## src/rtl/pcs_link_monitor_pkg.sv

```systemverilog
// Shared definitions for the 100BASE-X link monitor; the management block
// imports this package to decode link_state.
package pcs_link_monitor_pkg;

  // Encoding 2'd3 is unused and recovers to LINK_DOWN.
  typedef enum logic [1:0] {
    LINK_DOWN = 2'd0,
    LINK_HOLD = 2'd1,
    LINK_UP   = 2'd2
  } link_state_e;

  localparam int unsigned LINK_STATE_WIDTH = 2;

endpackage

```

## src/rtl/pcs_link_monitor.sv

```systemverilog
// Qualifies PMD signal-detect with a stabilization timer, drives the PCS
// link_status and keeps a saturating count of link failures.
module pcs_link_monitor
  import pcs_link_monitor_pkg::*;
#(
  parameter int unsigned STABILIZE_CYCLES = 41250,
  parameter int unsigned COUNT_WIDTH      = 8
) (
  input  logic                        clk_i,
  input  logic                        rst_ni,
  input  logic                        signal_status_i,
  input  logic                        disable_i,
  input  logic                        clear_count_i,
  output logic                        link_status_o,
  output logic [LINK_STATE_WIDTH-1:0] link_state_o,
  output logic [COUNT_WIDTH-1:0]      fail_count_o,
  output logic                        link_up_evt_o
);

  localparam int unsigned TIMER_WIDTH = $clog2(STABILIZE_CYCLES + 1);
  localparam logic [TIMER_WIDTH-1:0] TIMER_LAST = TIMER_WIDTH'(STABILIZE_CYCLES - 1);

  link_state_e             state_q, state_d;
  logic [TIMER_WIDTH-1:0]  timer_q, timer_d;
  logic [COUNT_WIDTH-1:0]  count_q, count_d;
  logic                    link_status_q, link_status_d;
  logic                    link_up_evt_q, link_up_evt_d;
  logic                    ok;
  logic                    fail_inc;

  assign ok = signal_status_i && !disable_i;

  always_ff @(posedge clk_i) begin
    if (!rst_ni) begin
      state_q       <= LINK_DOWN;
      timer_q       <= '0;
      count_q       <= '0;
      link_status_q <= 1'b0;
      link_up_evt_q <= 1'b0;
    end else begin
      state_q       <= state_d;
      timer_q       <= timer_d;
      count_q       <= count_d;
      link_status_q <= link_status_d;
      link_up_evt_q <= link_up_evt_d;
    end
  end

  always_comb begin
    state_d       = state_q;
    timer_d       = timer_q;
    link_up_evt_d = 1'b0;
    fail_inc      = 1'b0;

    case (state_q)
      LINK_DOWN: begin
        timer_d = '0;
        if (ok) state_d = LINK_HOLD;
      end
      LINK_HOLD: begin
        if (!ok) begin
          state_d = LINK_DOWN;
          timer_d = '0;
        end else if (timer_q == TIMER_LAST) begin
          state_d       = LINK_UP;
          link_up_evt_d = 1'b1;
        end else begin
          timer_d = timer_q + TIMER_WIDTH'(1);
        end
      end
      LINK_UP: begin
        if (!ok) begin
          state_d  = LINK_DOWN;
          timer_d  = '0;
          fail_inc = 1'b1;
        end
      end
      default: begin
        state_d = LINK_DOWN;
        timer_d = '0;
      end
    endcase

    link_status_d = (state_d == LINK_UP);

    // A clear wins over the held value but still lets a same-cycle failure count as one.
    count_d = count_q;
    if (clear_count_i) begin
      count_d = fail_inc ? COUNT_WIDTH'(1) : '0;
    end else if (fail_inc && (count_q != '1)) begin
      count_d = count_q + COUNT_WIDTH'(1);
    end
  end

  assign link_status_o = link_status_q;
  assign link_state_o  = state_q;
  assign fail_count_o  = count_q;
  assign link_up_evt_o = link_up_evt_q;

endmodule

```

## config.mk

```make
export PLATFORM = sky130hd
export DESIGN_NAME = pcs_link_monitor
export DESIGN_NICKNAME = d
export VERILOG_FILES = /design/src/rtl/pcs_link_monitor_pkg.sv /design/src/rtl/pcs_link_monitor.sv
export SDC_FILE = /design/constraint.sdc
export NUM_CORES = 1
export LEC_CHECK = 0
export BUFFER_PORTS_ARGS = -buffer_cell sky130_fd_sc_hd__buf_2
export CORE_MARGIN = 1
export CORE_UTILIZATION = 54
export CTS_BUF_LIST = sky130_fd_sc_hd__clkbuf_4
export CTS_CLUSTER_SIZE = 40
export DETAILED_ROUTE_END_ITERATION = 10
export GPL_TIMING_DRIVEN = 0
export PLACE_DENSITY = 0.88
export SETUP_SLACK_MARGIN = 0.5
export SYNTH_ARGS = -nofsm -noshare
export SYNTH_HDL_FRONTEND = slang
export SYNTH_SLANG_ARGS = --single-unit
```

## constraint.sdc

```tcl
create_clock -name clk_i -period 2.1 [get_ports clk_i]
set_input_delay 0.21 -clock clk_i [delete_from_list [all_inputs] [get_ports clk_i]]
set_output_delay 0.21 -clock clk_i [all_outputs]
set_load 0.01 [all_outputs]
```

; After elaboration in Yosys (flattened, before gate mapping)
; Cells that the tools add are included.
[word_totals]
register_bits = 28
output_inout_bits = 12
wordCells = 36
[op_classes]
addsub = 2
eq_ne = 7
muxes = 15
reduce_logical = 7
[op_table]
columns = op, n
row1 = $mux 16, 3
row2 = $pmux 16 s2, 1
row3 = $add 16x1->16 const B, 1
row4 = $eq 16x16->1 const B, 1
row5 = $mux 8, 2
row6 = $add 8x1->8 const B, 1
row7 = $mux 2, 4
row8 = $ne 8x8->1 const B, 1
row9 = $pmux 2 s3, 1
row10 = $eq 2x2->1 const B, 2
row11 = $mux 1, 4
row12 = $ne 3x3->1 const B, 1
row13 = $reduce_and 3->1, 1
row14 = $eq 2x1->1 const B, 1
row15 = $logic_and 1x1->1, 2
row16 = $logic_not 2->1, 1
row17 = $ne 2x2->1 const B, 1
row18 = $reduce_and 2->1, 1
row19 = $reduce_bool 2->1, 1
row20 = $logic_not 1->1, 1

; Logic depth before layout (Yosys ltp)
[logic_depth]
ltp_word = 7
mapped_depth = 6
mapped_depth_nobuf = 6

; Least setup slack after synthesis
; No wires, ideal clock.
[synth_path]
kind = reg-to-reg
start = register timer_q[0]
end = register timer_q[0]
arrival_time_ns = 1.877
setup_slack_ns = 0.164
path_stages_with_launch = 6
cell_sequence = dfxtp_1 -> ha_1 -> or4bb_1 -> or4_4 -> o211ai_2 -> o211a_1
[synth_via]
elab_chain_cells = 4
elab_cells_between_ends = 7
[synth_lines]
columns = element, line_no
row1 = "start, declared", pcs_link_monitor.sv:24  ; logic [TIMER_WIDTH-1:0] timer_q, timer_d;
row2 = "start signal, assigned", pcs_link_monitor.sv:42  ; timer_q <= timer_d;
row3 = $add 16x1->16, pcs_link_monitor.sv:68  ; timer_d = timer_q + TIMER_WIDTH'(1);
row4 = $mux 16, pcs_link_monitor.sv:64  ; end else if (timer_q == TIMER_LAST) begin
row5 = $mux 16, pcs_link_monitor.sv:61  ; if (!ok) begin
row6 = $pmux 16 s2, pcs_link_monitor.sv:55  ; case (state_q)
; Several ways; a longest one is shown, not always the timed one. The select of a mux whose other input is x is not followed.
; A chain may end at the register's enable or synchronous reset.

; Worst setup path after layout
[layout_path]
start = register timer_q[1]
end = register timer_q[0]
[layout_via]
elab_chain_cells = 3
[layout_lines]
columns = element, line_no
row1 = $eq 16x16->1, pcs_link_monitor.sv:64
row2 = $ne 3x3->1 (no source line), n/a
row3 = $reduce_and 2->1 (no source line), n/a
; No other way between the ends.

==> run metrics <==
Unique masters post-synth=49; xor/xnor share of the synthesized area=less than 1%; CTS tree=yes; Buf/Inv on CP=1; power per cell area=411 nW/um^2; Compound-Gate Fraction of Synth Area=a little under a quarter; Detailed Routing Iterations Pass 1=4; EDFF count, synth=0; fraction of layout cells with a size suffix above 1=37.8%; register area share after synthesis=a little under two fifths; Starting Density=58.5%; Tmin final=about 1.9 ns; Final ANT Viol Nets=0; #FFs+latches synth=28; Clock Path Buffers=2; Critical Path Sink Type=flop; Mean Syn Cell Area=about 9.0 sq um; final core utilization=approximately three quarters; DIE AREA=just under 3000 sq um; vias in the first global route=around 1.4k; initial antenna violation count=0; Fmax achieved=526 MHz; Filler cells=roughly 170; I/O pin total=17; WL final=4160 um; Worst Path Required=roughly 2.4 ns; R2R Setup Slk=around 0.20 ns; synthesized net count=174; Routed wire per std cell=about 18 um; commonest non-fill, non-tap cell in the layout=dfxtp_1; largest family of logic cells by synthesized area=simple AND/OR/NAND/NOR gates; crit path DAT=2.19 ns; max cap viols=0; critical path launch point type=flop; Crit path max-delay family=simple AND/OR/NAND/NOR gates; ys flop type=dfxtp_1; H-tree levels=1; HPWL Detailed=2480 um; VDD IR-drop max=420 uV; Inst Count DP=between 200 and 250; die width=approximately 55 um; Global Route Usage Sum=approximately 30%; pin count of the biggest net entering global routing=16; synthesized-area fraction occupied by adder cells=2.52%; Worst R2R Path Depth=6; mux share of post-synthesis cell area=less than 1%; Pins Over Slew Limit=0; Fin Setup TNS=0 ns; Remaining Overflow, GRT=0; Critical path destination=timer_q[0]; CTS Sinks=28; RSZ-0062 raised after global routing=true; Crit-path slowest cell=or4_4; CTS buffer count=3; Via density=6.65; R2R Path Start=timer_q[1]; cell count after synthesis=between 150 and 200; Leak Pwr=between 0.0007 and 0.0008 uW; global-route wire length before repair=about 6200 um; Non-Filler Instances=around 230; asr flop ratio synth=0%; Yosys Warn Count=0; vias=1537; Worst path depth=6; GPL Wtd Cong=~0.86; Max FO, Critical Path=2; slowest stage delay, CP=approximately 0.54 ns; DR DRC count=0; fin crit share=between 90 and 100%; status=finished, final reports clean; Reg2Reg Capture Point=timer_q[0]; clock root buffer=clkbuf_4; hold_buf cts=0; dpl cell area=around 1700 sq um; Clock transition at path regs=roughly 0.15 ns; CP cell instances=inv_2, ha_4, or4bb_4, or4_4, o211ai_2, o211a_1; Cell Rows=18; clock latency on the worst-skew pair=0.33 ns; Cell Area, Synth=1490 sq um; CP Launch Point=timer_q[1]; Post-Synth Simple-Gate Area=31.5%; port buffer count=16; Clock Skew=approximately 0.01 ns; crit path kind=flop to flop; slew margin rel.=64.5%; area grow syn2layout=28.9%; most frequent cells in the layout=dfxtp_1 (22), buf_2 (16), nand2_1 (15); Core Box Area=approximately 2500 sq um; die height=between 50 and 60 um; Setup-failing EPs final=0; endpoints failing hold=0; initial DRC count=78; antenna cells=0; slew of the pin with the lowest slew margin=roughly 0.53 ns; nets=210; worst hold path class=input port to flop; final instance area=approximately 1900 sq um
-- tightest hold or removal path, stage by stage --
cell and delay, ns:
buf_2 0.11, o211ai_1 0.09, nand2_1 0.05
-- cell usage after synthesis (all sizes together), types with 2 or more instances --
library cell,n,area share [%]
nor2,7,1.8
clkbuf,4,1.0
nand4bb,2,1.5
nor2b,2,0.84
and4,2,1.3
a21oi,13,4.4
o31ai,4,2.0
dfxtp,28,38
a21o,3,1.6
o211ai,6,3.4
o211a,2,1.3
nand2b,2,0.84
a31oi,3,1.3
nand4,4,1.7
ha,3,2.5
nand2,15,3.8
nand3,7,2.4
and3,4,1.7
nor3,3,1.0
inv,6,1.5
or4,9,4.8
and2,3,1.3
nand4b,2,1.2
and4bb,2,1.7
o21ai,7,2.4
or3,4,1.7
a21boi,2,1.0
-- how the worst min path moves through the flow --
stage	endpoint	slack, ns	depth (start not counted)	from
detailed placement	link_state_o[0]	0.45	1	link_state_o[1]
global placement	link_state_o[0]	0.43	1	link_state_o[1]
CTS	fail_count_o[0]	0.15	3	clear_count_i
finish	fail_count_o[0]	0.16	3	clear_count_i
global route	fail_count_o[0]	0.16	3	clear_count_i
floorplan	fail_count_o[0]	0.36	2	clear_count_i
-- metal layers --
metal	GRT usage [%]	vias up	routed length, um
met5	0	-	0
met4	14.1	0	101
met3	3.89	10	316
met2	51.6	77	2040
met1	36.0	736	1700
li1	-	714	-
-- registers in the layout, indices dropped and copies added, names as in the netlist --
register       flops
timer_q           16
link_up_evt_o      1
fail_count_o       8
link_status_o      1
link_state_o       2
-- report_power, final --
part	total (uW)	internal (uW)	leakage [uW]	switching [uW]
logic	29.2	11.8	0.000494	17.4
registers	530	528	0.000230	1.86
clock network	229	69.9	0.0000154	159
-- metrics by stage --
step	power, uW	setup WS [ns]	hold slack, ns
after floorplan	557	0.292	0.362
after global placement	567	0.0944	0.430
after detailed placement	568	0.0717	0.451
after CTS	789	0.216	0.145
after global routing	818	0.131	0.156
final	788	0.199	0.161
-- cell type report --
class	count	area [sq um]	share of cell area [%]
sequential	28	578	30.1
inverter	6	22.5	1.17
buffer	5	37.5	1.96
multi-input combinational	127	990	51.6
tap	30	37.5	1.96
timing repair buffer	31	228	11.9
clock inverter	1	3.75	0.196
clock buffer	3	22.5	1.17
-- kinds of logic after synthesis --
kind of cell,count (synthesis)
compound gates,49
xor+xnor,1
fa+ha+maj,3
buf+inv,11
flops,28
mux,1
simple gates,73
-- what timing repair did --
item,in CTS,in global routing
hold endpoints to repair,0,0
setup endpoints to repair,22,24
pin swaps,7,6
gates cloned,1,0
setup buffers,13,1
gates resized for setup,25,6
(Power assumes the default switching activity.)
